===== src/rtl/decode_stage_if.sv =====
// IF/ID-side inputs, writeback port and ID/EX outputs of the decode stage.
// The slave modport is the decode stage's own view of the bundle.
interface decode_stage_if #(
  parameter int XLEN = 32
);
  logic [XLEN-1:0] InstrD;
  logic [XLEN-1:0] PCD;
  logic [XLEN-1:0] PCPlus4D;
  logic            RegWriteW;
  logic [4:0]      RdW;
  logic [XLEN-1:0] ResultW;
  logic            FlushE;

  logic [4:0]      Rs1D;
  logic [4:0]      Rs2D;
  logic            RegWriteE;
  logic            MemWriteE;
  logic            JumpE;
  logic            BranchE;
  logic            ALUSrcE;
  logic [1:0]      ResultSrcE;
  logic [2:0]      ALUControlE;
  logic [XLEN-1:0] RD1E;
  logic [XLEN-1:0] RD2E;
  logic [XLEN-1:0] ImmExtE;
  logic [4:0]      Rs1E;
  logic [4:0]      Rs2E;
  logic [4:0]      RdE;
  logic [XLEN-1:0] PCE;
  logic [XLEN-1:0] PCPlus4E;

  modport slave (
    input  InstrD, PCD, PCPlus4D, RegWriteW, RdW, ResultW, FlushE,
    output Rs1D, Rs2D, RegWriteE, MemWriteE, JumpE, BranchE, ALUSrcE,
           ResultSrcE, ALUControlE, RD1E, RD2E, ImmExtE, Rs1E, Rs2E, RdE,
           PCE, PCPlus4E
  );

  modport master (
    output InstrD, PCD, PCPlus4D, RegWriteW, RdW, ResultW, FlushE,
    input  Rs1D, Rs2D, RegWriteE, MemWriteE, JumpE, BranchE, ALUSrcE,
           ResultSrcE, ALUControlE, RD1E, RD2E, ImmExtE, Rs1E, Rs2E, RdE,
           PCE, PCPlus4E
  );
endinterface


===== src/rtl/decode_stage.sv =====
// RV32I decode stage: register file with write-through, main/ALU decoder,
// immediate extender and the flushable ID/EX pipeline register.
module decode_stage #(
  parameter int XLEN  = 32,
  parameter int NREGS = 32
) (
  input logic           clock,
  input logic           reset,
  decode_stage_if.slave bus
);

  localparam int AW = $clog2(NREGS);

  localparam logic [6:0] OP_LOAD   = 7'b0000011;
  localparam logic [6:0] OP_STORE  = 7'b0100011;
  localparam logic [6:0] OP_RTYPE  = 7'b0110011;
  localparam logic [6:0] OP_BRANCH = 7'b1100011;
  localparam logic [6:0] OP_IALU   = 7'b0010011;
  localparam logic [6:0] OP_JAL    = 7'b1101111;

  localparam logic [2:0] ALU_ADD = 3'b000;
  localparam logic [2:0] ALU_SUB = 3'b001;
  localparam logic [2:0] ALU_AND = 3'b010;
  localparam logic [2:0] ALU_OR  = 3'b011;
  localparam logic [2:0] ALU_SLT = 3'b101;

  typedef struct packed {
    logic            reg_write;
    logic            mem_write;
    logic            jump;
    logic            branch;
    logic            alu_src;
    logic [1:0]      result_src;
    logic [2:0]      alu_control;
    logic [XLEN-1:0] rd1;
    logic [XLEN-1:0] rd2;
    logic [XLEN-1:0] imm_ext;
    logic [AW-1:0]   rs1;
    logic [AW-1:0]   rs2;
    logic [AW-1:0]   rd;
    logic [XLEN-1:0] pc;
    logic [XLEN-1:0] pc_plus4;
  } idex_t;

  logic [XLEN-1:0] instr;
  logic [6:0]      opcode;
  logic [2:0]      funct3;
  logic [AW-1:0]   rs1;
  logic [AW-1:0]   rs2;
  logic [AW-1:0]   rd;
  logic [AW-1:0]   rd_w;
  logic            wr_en;

  assign instr  = bus.InstrD;
  assign opcode = instr[6:0];
  assign funct3 = instr[14:12];
  assign rs1    = instr[19:15];
  assign rs2    = instr[24:20];
  assign rd     = instr[11:7];
  assign rd_w   = bus.RdW;
  assign wr_en  = bus.RegWriteW && (rd_w != '0);

  assign bus.Rs1D = rs1;
  assign bus.Rs2D = rs2;

  // Register file; x0 is never written so it stays at its reset value of 0.
  logic [XLEN-1:0] regs_q [NREGS];
  logic [XLEN-1:0] regs_d [NREGS];

  always_comb begin
    regs_d = regs_q;
    if (wr_en) regs_d[rd_w] = bus.ResultW;
  end

  always_ff @(posedge clock or posedge reset) begin
    if (reset) regs_q <= '{default: '0};
    else       regs_q <= regs_d;
  end

  // Same-cycle writeback to the register being read is forwarded here.
  logic [XLEN-1:0] rd1;
  logic [XLEN-1:0] rd2;

  always_comb begin
    rd1 = '0;
    rd2 = '0;
    if (rs1 != '0) rd1 = (wr_en && rd_w == rs1) ? bus.ResultW : regs_q[rs1];
    if (rs2 != '0) rd2 = (wr_en && rd_w == rs2) ? bus.ResultW : regs_q[rs2];
  end

  logic       reg_write;
  logic       mem_write;
  logic       jump;
  logic       branch;
  logic       alu_src;
  logic [1:0] result_src;
  logic [1:0] imm_src;
  logic [1:0] alu_op;

  always_comb begin
    reg_write  = 1'b0;
    mem_write  = 1'b0;
    jump       = 1'b0;
    branch     = 1'b0;
    alu_src    = 1'b0;
    result_src = 2'b00;
    imm_src    = 2'b00;
    alu_op     = 2'b00;
    unique case (opcode)
      OP_LOAD: begin
        reg_write  = 1'b1;
        alu_src    = 1'b1;
        result_src = 2'b01;
      end
      OP_STORE: begin
        imm_src   = 2'b01;
        alu_src   = 1'b1;
        mem_write = 1'b1;
      end
      OP_RTYPE: begin
        reg_write = 1'b1;
        alu_op    = 2'b10;
      end
      OP_BRANCH: begin
        imm_src = 2'b10;
        branch  = 1'b1;
        alu_op  = 2'b01;
      end
      OP_IALU: begin
        reg_write = 1'b1;
        alu_src   = 1'b1;
        alu_op    = 2'b10;
      end
      OP_JAL: begin
        reg_write  = 1'b1;
        imm_src    = 2'b11;
        result_src = 2'b10;
        jump       = 1'b1;
      end
      default: ;
    endcase
  end

  // Only R-type may subtract on funct3=000; addi keeps imm bit 30 as data.
  logic [2:0] alu_control;

  always_comb begin
    alu_control = ALU_ADD;
    case (alu_op)
      2'b01: alu_control = ALU_SUB;
      2'b10: begin
        case (funct3)
          3'b000:  alu_control = (instr[30] && opcode[5]) ? ALU_SUB : ALU_ADD;
          3'b010:  alu_control = ALU_SLT;
          3'b110:  alu_control = ALU_OR;
          3'b111:  alu_control = ALU_AND;
          default: alu_control = ALU_ADD;
        endcase
      end
      default: alu_control = ALU_ADD;
    endcase
  end

  logic [XLEN-1:0] imm_ext;

  always_comb begin
    imm_ext = '0;
    unique case (imm_src)
      2'b00: imm_ext = {{20{instr[31]}}, instr[31:20]};
      2'b01: imm_ext = {{20{instr[31]}}, instr[31:25], instr[11:7]};
      2'b10: imm_ext = {{19{instr[31]}}, instr[31], instr[7], instr[30:25],
                        instr[11:8], 1'b0};
      2'b11: imm_ext = {{11{instr[31]}}, instr[31], instr[19:12], instr[20],
                        instr[30:21], 1'b0};
      default: imm_ext = '0;
    endcase
  end

  // ID/EX register; a flush loads an all-zero bubble, data included.
  idex_t idex_d;
  idex_t idex_q;

  always_comb begin
    idex_d = '0;
    if (!bus.FlushE) begin
      idex_d.reg_write   = reg_write;
      idex_d.mem_write   = mem_write;
      idex_d.jump        = jump;
      idex_d.branch      = branch;
      idex_d.alu_src     = alu_src;
      idex_d.result_src  = result_src;
      idex_d.alu_control = alu_control;
      idex_d.rd1         = rd1;
      idex_d.rd2         = rd2;
      idex_d.imm_ext     = imm_ext;
      idex_d.rs1         = rs1;
      idex_d.rs2         = rs2;
      idex_d.rd          = rd;
      idex_d.pc          = bus.PCD;
      idex_d.pc_plus4    = bus.PCPlus4D;
    end
  end

  always_ff @(posedge clock or posedge reset) begin
    if (reset) idex_q <= '0;
    else       idex_q <= idex_d;
  end

  assign bus.RegWriteE   = idex_q.reg_write;
  assign bus.MemWriteE   = idex_q.mem_write;
  assign bus.JumpE       = idex_q.jump;
  assign bus.BranchE     = idex_q.branch;
  assign bus.ALUSrcE     = idex_q.alu_src;
  assign bus.ResultSrcE  = idex_q.result_src;
  assign bus.ALUControlE = idex_q.alu_control;
  assign bus.RD1E        = idex_q.rd1;
  assign bus.RD2E        = idex_q.rd2;
  assign bus.ImmExtE     = idex_q.imm_ext;
  assign bus.Rs1E        = idex_q.rs1;
  assign bus.Rs2E        = idex_q.rs2;
  assign bus.RdE         = idex_q.rd;
  assign bus.PCE         = idex_q.pc;
  assign bus.PCPlus4E    = idex_q.pc_plus4;

endmodule


===== src/flat_wrapper.sv =====
// flat-port wrapper written by rule: the top's interface ports become plain ports
module decode_stage_flat 
#(
  parameter int XLEN  = 32,
  parameter int NREGS = 32
)
  (clock, reset, bus_InstrD, bus_PCD, bus_PCPlus4D, bus_RegWriteW, bus_RdW, bus_ResultW, bus_FlushE, bus_Rs1D, bus_Rs2D, bus_RegWriteE, bus_MemWriteE, bus_JumpE, bus_BranchE, bus_ALUSrcE, bus_ResultSrcE, bus_ALUControlE, bus_RD1E, bus_RD2E, bus_ImmExtE, bus_Rs1E, bus_Rs2E, bus_RdE, bus_PCE, bus_PCPlus4E);
  decode_stage_if #(.XLEN(XLEN)) bus_i ();
  input logic clock;
  input logic reset;
  input wire logic [$bits(bus_i.InstrD)-1:0] bus_InstrD;
  input wire logic [$bits(bus_i.PCD)-1:0] bus_PCD;
  input wire logic [$bits(bus_i.PCPlus4D)-1:0] bus_PCPlus4D;
  input wire logic [$bits(bus_i.RegWriteW)-1:0] bus_RegWriteW;
  input wire logic [$bits(bus_i.RdW)-1:0] bus_RdW;
  input wire logic [$bits(bus_i.ResultW)-1:0] bus_ResultW;
  input wire logic [$bits(bus_i.FlushE)-1:0] bus_FlushE;
  output wire logic [$bits(bus_i.Rs1D)-1:0] bus_Rs1D;
  output wire logic [$bits(bus_i.Rs2D)-1:0] bus_Rs2D;
  output wire logic [$bits(bus_i.RegWriteE)-1:0] bus_RegWriteE;
  output wire logic [$bits(bus_i.MemWriteE)-1:0] bus_MemWriteE;
  output wire logic [$bits(bus_i.JumpE)-1:0] bus_JumpE;
  output wire logic [$bits(bus_i.BranchE)-1:0] bus_BranchE;
  output wire logic [$bits(bus_i.ALUSrcE)-1:0] bus_ALUSrcE;
  output wire logic [$bits(bus_i.ResultSrcE)-1:0] bus_ResultSrcE;
  output wire logic [$bits(bus_i.ALUControlE)-1:0] bus_ALUControlE;
  output wire logic [$bits(bus_i.RD1E)-1:0] bus_RD1E;
  output wire logic [$bits(bus_i.RD2E)-1:0] bus_RD2E;
  output wire logic [$bits(bus_i.ImmExtE)-1:0] bus_ImmExtE;
  output wire logic [$bits(bus_i.Rs1E)-1:0] bus_Rs1E;
  output wire logic [$bits(bus_i.Rs2E)-1:0] bus_Rs2E;
  output wire logic [$bits(bus_i.RdE)-1:0] bus_RdE;
  output wire logic [$bits(bus_i.PCE)-1:0] bus_PCE;
  output wire logic [$bits(bus_i.PCPlus4E)-1:0] bus_PCPlus4E;
  assign bus_i.InstrD = bus_InstrD;
  assign bus_i.PCD = bus_PCD;
  assign bus_i.PCPlus4D = bus_PCPlus4D;
  assign bus_i.RegWriteW = bus_RegWriteW;
  assign bus_i.RdW = bus_RdW;
  assign bus_i.ResultW = bus_ResultW;
  assign bus_i.FlushE = bus_FlushE;
  assign bus_Rs1D = bus_i.Rs1D;
  assign bus_Rs2D = bus_i.Rs2D;
  assign bus_RegWriteE = bus_i.RegWriteE;
  assign bus_MemWriteE = bus_i.MemWriteE;
  assign bus_JumpE = bus_i.JumpE;
  assign bus_BranchE = bus_i.BranchE;
  assign bus_ALUSrcE = bus_i.ALUSrcE;
  assign bus_ResultSrcE = bus_i.ResultSrcE;
  assign bus_ALUControlE = bus_i.ALUControlE;
  assign bus_RD1E = bus_i.RD1E;
  assign bus_RD2E = bus_i.RD2E;
  assign bus_ImmExtE = bus_i.ImmExtE;
  assign bus_Rs1E = bus_i.Rs1E;
  assign bus_Rs2E = bus_i.Rs2E;
  assign bus_RdE = bus_i.RdE;
  assign bus_PCE = bus_i.PCE;
  assign bus_PCPlus4E = bus_i.PCPlus4E;
  decode_stage #(.XLEN(XLEN), .NREGS(NREGS)) u_core (.clock(clock), .reset(reset), .bus(bus_i));
endmodule

===== config.mk =====
export PLATFORM = sky130hd
export DESIGN_NAME = decode_stage_flat
export DESIGN_NICKNAME = d
export VERILOG_FILES = /design/src/rtl/decode_stage_if.sv /design/src/rtl/decode_stage.sv /design/src/flat_wrapper.sv
export SDC_FILE = /design/constraint.sdc
export NUM_CORES = 2
export LEC_CHECK = 0
export BUFFER_PORTS_ARGS = -buffer_cell sky130_fd_sc_hd__buf_4
export CORE_MARGIN = 2
export CORE_UTILIZATION = 38
export DETAILED_ROUTE_END_ITERATION = 8
export PLACE_DENSITY = 0.62
export SLEW_MARGIN = 20
export SYNTH_ARGS = -nofsm -noshare
export SYNTH_HDL_FRONTEND = slang
export SYNTH_SLANG_ARGS = --single-unit

===== constraint.sdc =====
create_clock -name clock -period 32 [get_ports clock]
set_clock_uncertainty 0.1 [all_clocks]
set_input_delay 0 -clock clock [delete_from_list [all_inputs] [get_ports clock]]
set_output_delay 0 -clock clock [all_outputs]
set_load 0.02 [all_outputs]

* Yosys cells after proc, flatten, opt, wreduce, memory -nomap -nowiden
Cells that the tools add are included.
** Storage, ports and cells
- Register bits after elaboration :: 1209
- Output and inout bits :: 195
** Operators by class
- $lt $le $gt $ge :: 4
- Eq/ne operators :: 16
- Muxes and demuxes :: 26
- Bitwise operators :: 3
- Reductions and logical operators :: 13
** Operator list (number)
- $bwmux W1024 :: 1
- $bmux W32 S5 :: 2
- $mux W32 :: 9
- $mux W185 :: 1
- $demux W32 S5 :: 1
- $pmux W32 S4 :: 1
- $ge A6 B6 Y1 const B :: 3
- $not A5 Y6 :: 3
- $reduce_bool A5 Y1 :: 3
- $eq A7 B6 Y1 const B :: 2
- $eq A7 B7 Y1 const B :: 2
- $pmux W3 S4 :: 1
- $eq A5 B5 Y1 :: 2
- $pmux W2 S2 :: 2
- $eq A7 B2 Y1 const B :: 1
- $eq A7 B5 Y1 const B :: 1
- $eq A2 B2 Y1 const B :: 3
- $eq A3 B3 Y1 const B :: 2
- $lt A6 B1 Y1 const B :: 1
- $mux W1 :: 6
- $pmux W2 S3 :: 1
- $pmux W3 S2 :: 1
- $logic_and A1 B1 Y1 :: 5
- $eq A2 B1 Y1 const B :: 2
- 6 further kinds :: 6

* Longest topological paths before layout
- Word-level depth :: 7
- Gate-level depth with buffers :: 9

* Worst setup path after synthesis
Ideal clock, no wire load.
- Kind :: input port to flip-flop
- Start point :: input bus_InstrD[15]
- End point :: register u_core.idex_q, in the netlist u_core.bus.RD1E[12]
- Setup time :: 0.129 ns
- Data arrival time :: 1.653 ns
- Slack :: 30.118 ns
- Cell stages on the path :: 7
- Cell sequence :: buf_2 -> buf_2 -> buf_2 -> mux4_2 -> a22oi_1 -> a21oi_1 -> a2111o_1
** RTL lines
- from (decl) :: RTL line flat_wrapper.sv:11 : input wire logic [$bits(bus_i.InstrD)-1:0] bus_InstrD;
- to (signal assigned) :: RTL line decode_stage.sv:206 : else idex_q <= idex_d;
- to (decl) :: RTL line decode_stage.sv:181 : idex_t idex_q;

==> metrics.cfg <==
[critical_path]
cp.buffers_inverters = 7
crit_slowest_cell = buf_4
endpoint_kind = flip-flop
crit_fanout = 51
reg2reg_slack_ns = 29.53
critPathKind = in2reg
r2r_cells = 6
crit_arrival_ns = 5.87
crit_required_ns = 32.57
cp-start-kind = input port
worst_path_most_repeated_cell = buf_4
cp_cell_sequence = dlygate4sd3_1 -> buf_8 -> buf_4 -> buf_4 -> buf_4 -> buf_4 -> mux4_2 -> a22oi_1 -> a21oi_1 -> a2111o_1 -> dlygate4sd3_1
r2r-start = u_core.regs_q[664]
path_delay_family = buffers and inverters
max_stage_delay_ns = 0.85
r2r_end = u_core.bus.RD2E[24]

[timing]
tns_ns = 0
setup_viol = 0
fin_crit_sh_pct = 16.6
relSlewSlack_pct = 23.6
fin_crit_ns = 5.30
drv_slew = 0
finalHoldViolCount = 0
rsz0062_at_grt = no
whs_ns = 0.0977
max_freq_mhz = 189
tightest_slew_ns = 1.14

[run]
max_cap_violations = 0

[power_and_ir_drop]
p_leak_nw = 31.6
clkPwrFrac_pct = 35.7
netSwitchingPower_mw = 1.18
vdd_drop_max_v = 0.0000561
seq_power_share_pct = 45.3
p_int_mw = 3.15
powerDensity_nw_per_um2 = 60.7
switching_share_pct = 27.3
combinationalPowerShare_pct = 18.9

[min_path]
hold_depth = 4
hold-path-endpoint = u_core.bus.MemWriteE
hold_start = bus_InstrD[5]
hp-class = in2reg

[floorplan]
start_util_pct = 38.2
io_pins = 332
core_area_sq_um = 158000
dieArea_sq_um = 162000
num_rows = 146
dieWidth_microns = 403
fp.dieH_microns = 403

[cts]
cts-resized-gates = 0
root_buffer = clkbuf_16
cts_tree = built
h-tree-depth = 4
postCtsSetupBuffers = 0
hold_buffers = 259
cts.sinks = 1197
clk_pin_slew_ns = 0.06
cts_made_buffers = 133
clock_path_buffers = 3
clk_latency_ns = 0.79

[global_route]
grt.overflow.total = 0
grt_pass1_vias = 42100
antenna_found_initial = 7
grt_pass1_wl_microns = 295000
grt_max_degree = 157
grt_usage_pct = 24.6

[yosys]
ys_types = 49
postSynthAreaPerCell_sq_um = 14.3
ys_seq_area_share_pct = 49.6
ys_ff_latch = 1197
synthTopCellsByArea = dfrtp_1 (50%), mux2_2 (19%), mux4_2 (14%)
syn_nets = 4367
yosys.area.top_type_share_pct = 49.6
synth_area_sq_um = 60400
ys_warn_count = 0
async_flop_share_pct = 100
yosysTopAreaCell = dfrtp_1
synth_ff_type = dfrtp_1
synth_edf_count = 0
synth_cells = 4228

[layout]
final_cell_count_no_fill = 6748
syn_to_final_growth_pct = 18.1
fin_nets = 4713
final_common_cell = dfrtp_1
nFillCells = 14000
postLayoutCoreUtil_pct = 45.1
drive_gt1_share_pct = 44.1
layout_common_cells = dfrtp_1 (1197), mux2_2 (993), buf_4 (415)
finalInstanceArea_sq_um = 71400

[detailed_routing]
drcViolationCount = 0
drt-total-wl_microns = 200000
vias = 40700
drtPass1Iterations = 8
wl_per_cell_microns = 29.7
drt_iter0_drc = 3911
via_per_inst = 6.03
drtAntennaViolNets = 0

[placement]
dp_hpwl_microns = 111000
numPortBuffers = 331
routabilityCongestion = 0.790
placed_area_sq_um = 64400
placedCellCount = 6252

[run_status]
status = finished clean

cells by family (layout without fill, tap and decap cells):
logic type,after synthesis,after routing,synth area share [%]
buffers and inverters,483,930,3.56
adder cells (fa/ha/maj),2,2,0.0414
XOR/XNOR,10,10,0.145
AO/OA/AOI/OAI,469,469,5.63
flip-flops,1197,1197,49.6
AND/OR/NAND/NOR,393,393,3.33
multiplexers,1674,1674,37.7
other,0,1,0
per-layer routing:
layer / up-vias / wire length (microns) / global-route usage [%] / part of all wire [%]
li1: 16800 / - / - / -
met1: 21900 / 84900 / 33.4 / 42
met2: 1618 / 94200 / 39.2 / 47
met3: 396 / 14600 / 5.27 / 7.3
met4: 4 / 6670 / 8.26 / 3.3
met5: - / 23 / 0 / 0.011
cell type report:
cell class	instances	area (sq um)	share of cell area (%)
Antenna cell	1	2.50	0.00350
Clock buffer	195	3920	5.49
Clock inverter	41	444	0.622
Inverter	7	30.0	0.0421
Multi-Input combinational cell	2548	28500	40.0
Sequential cell	1197	30000	42.0
Tap cell	2072	2590	3.63
Timing Repair Buffer	687	5910	8.28
Yosys cell counts, types with 2 or more instances:
| library cell | instances |
|---|---|
| buf_4 | 31 |
| nand2_1 | 94 |
| nand3b_1 | 7 |
| xnor2_1 | 8 |
| nor2_1 | 67 |
| nor3b_1 | 4 |
| dfrtp_1 | 1197 |
| mux2_1 | 4 |
| a2111o_1 | 32 |
| a22oi_1 | 76 |
| nand4_1 | 2 |
| ha_1 | 2 |
| o21ai_0 | 38 |
| buf_6 | 6 |
| clkbuf_1 | 240 |
| buf_2 | 141 |
| or2_2 | 4 |
| mux4_2 | 384 |
| nand3_1 | 40 |
| nor3_1 | 39 |
| or3_1 | 3 |
| and3b_1 | 3 |
| a32o_1 | 26 |
| a211oi_1 | 26 |
| and2_1 | 3 |
| mux2_2 | 993 |
| nand2b_1 | 7 |
| and3_1 | 2 |
| a221oi_1 | 96 |
| o22ai_1 | 59 |
| a21oi_1 | 108 |
| xor2_1 | 2 |
| mux2i_1 | 293 |
| nor2b_1 | 112 |
| o21ai_1 | 2 |
| buf_1 | 58 |
| inv_1 | 7 |
registers in the layout (all words and copies together) (netlist names):
signal,cells
u_core.bus.BranchE,1
u_core.bus.Rs2E,5
u_core.bus.RD1E,32
u_core.bus.Rs1E,5
u_core.bus.RegWriteE,1
u_core.bus.ResultSrcE,1
u_core.regs_q,1024
u_core.bus.MemWriteE,1
u_core.bus.ALUSrcE,1
u_core.bus.PCE,32
u_core.bus.RdE,5
u_core.bus.JumpE,1
u_core.bus.RD2E,32
u_core.bus.PCPlus4E,32
u_core.bus.ALUControlE,3
u_core.bus.ImmExtE,21
worst max-delay path by stage:
stage                   start                   endpoint  cells after the start
5_1_grt        bus_InstrD[15]        u_core.bus.RD1E[25]                     11
4_1_cts        bus_InstrD[15]        u_core.bus.RD1E[25]                     11
2_1_floorplan           reset  u_core.bus.ALUControlE[0]                      1
3_3_place_gp   bus_InstrD[15]        u_core.bus.RD1E[25]                      9
3_5_place_dp   bus_InstrD[15]        u_core.bus.RD1E[22]                      9
6_report       bus_InstrD[15]        u_core.bus.RD1E[25]                     11
worst register-to-register path: stages (launching register included):
cell and delay (ns):
dfrtp_1 0.39, mux4_2 0.46, nor2b_1 0.14, a211oi_1 0.32, nor3_1 0.12, a32o_1 0.27, dlygate4sd3_1 0.55
power groups by stage:
stage	clock (mW)	sequential (mW)	combinational, mW
6_report	1.55	1.96	0.819
3_3_place_gp	0	1.97	0.774
4_1_cts	1.57	1.96	0.820
2_1_floorplan	0	1.95	0.600
3_5_place_dp	0	1.98	0.792
5_1_grt	1.63	2.00	0.880
per-stage QoR:
stage	worst slack, ns	total power, mW
floorplan	15.37	2.55
global placement	27.06	2.74
detailed placement	27.04	2.77
CTS	26.74	4.35
global route	26.43	4.51
finish	26.70	4.33
(Power assumes the default switching activity.)
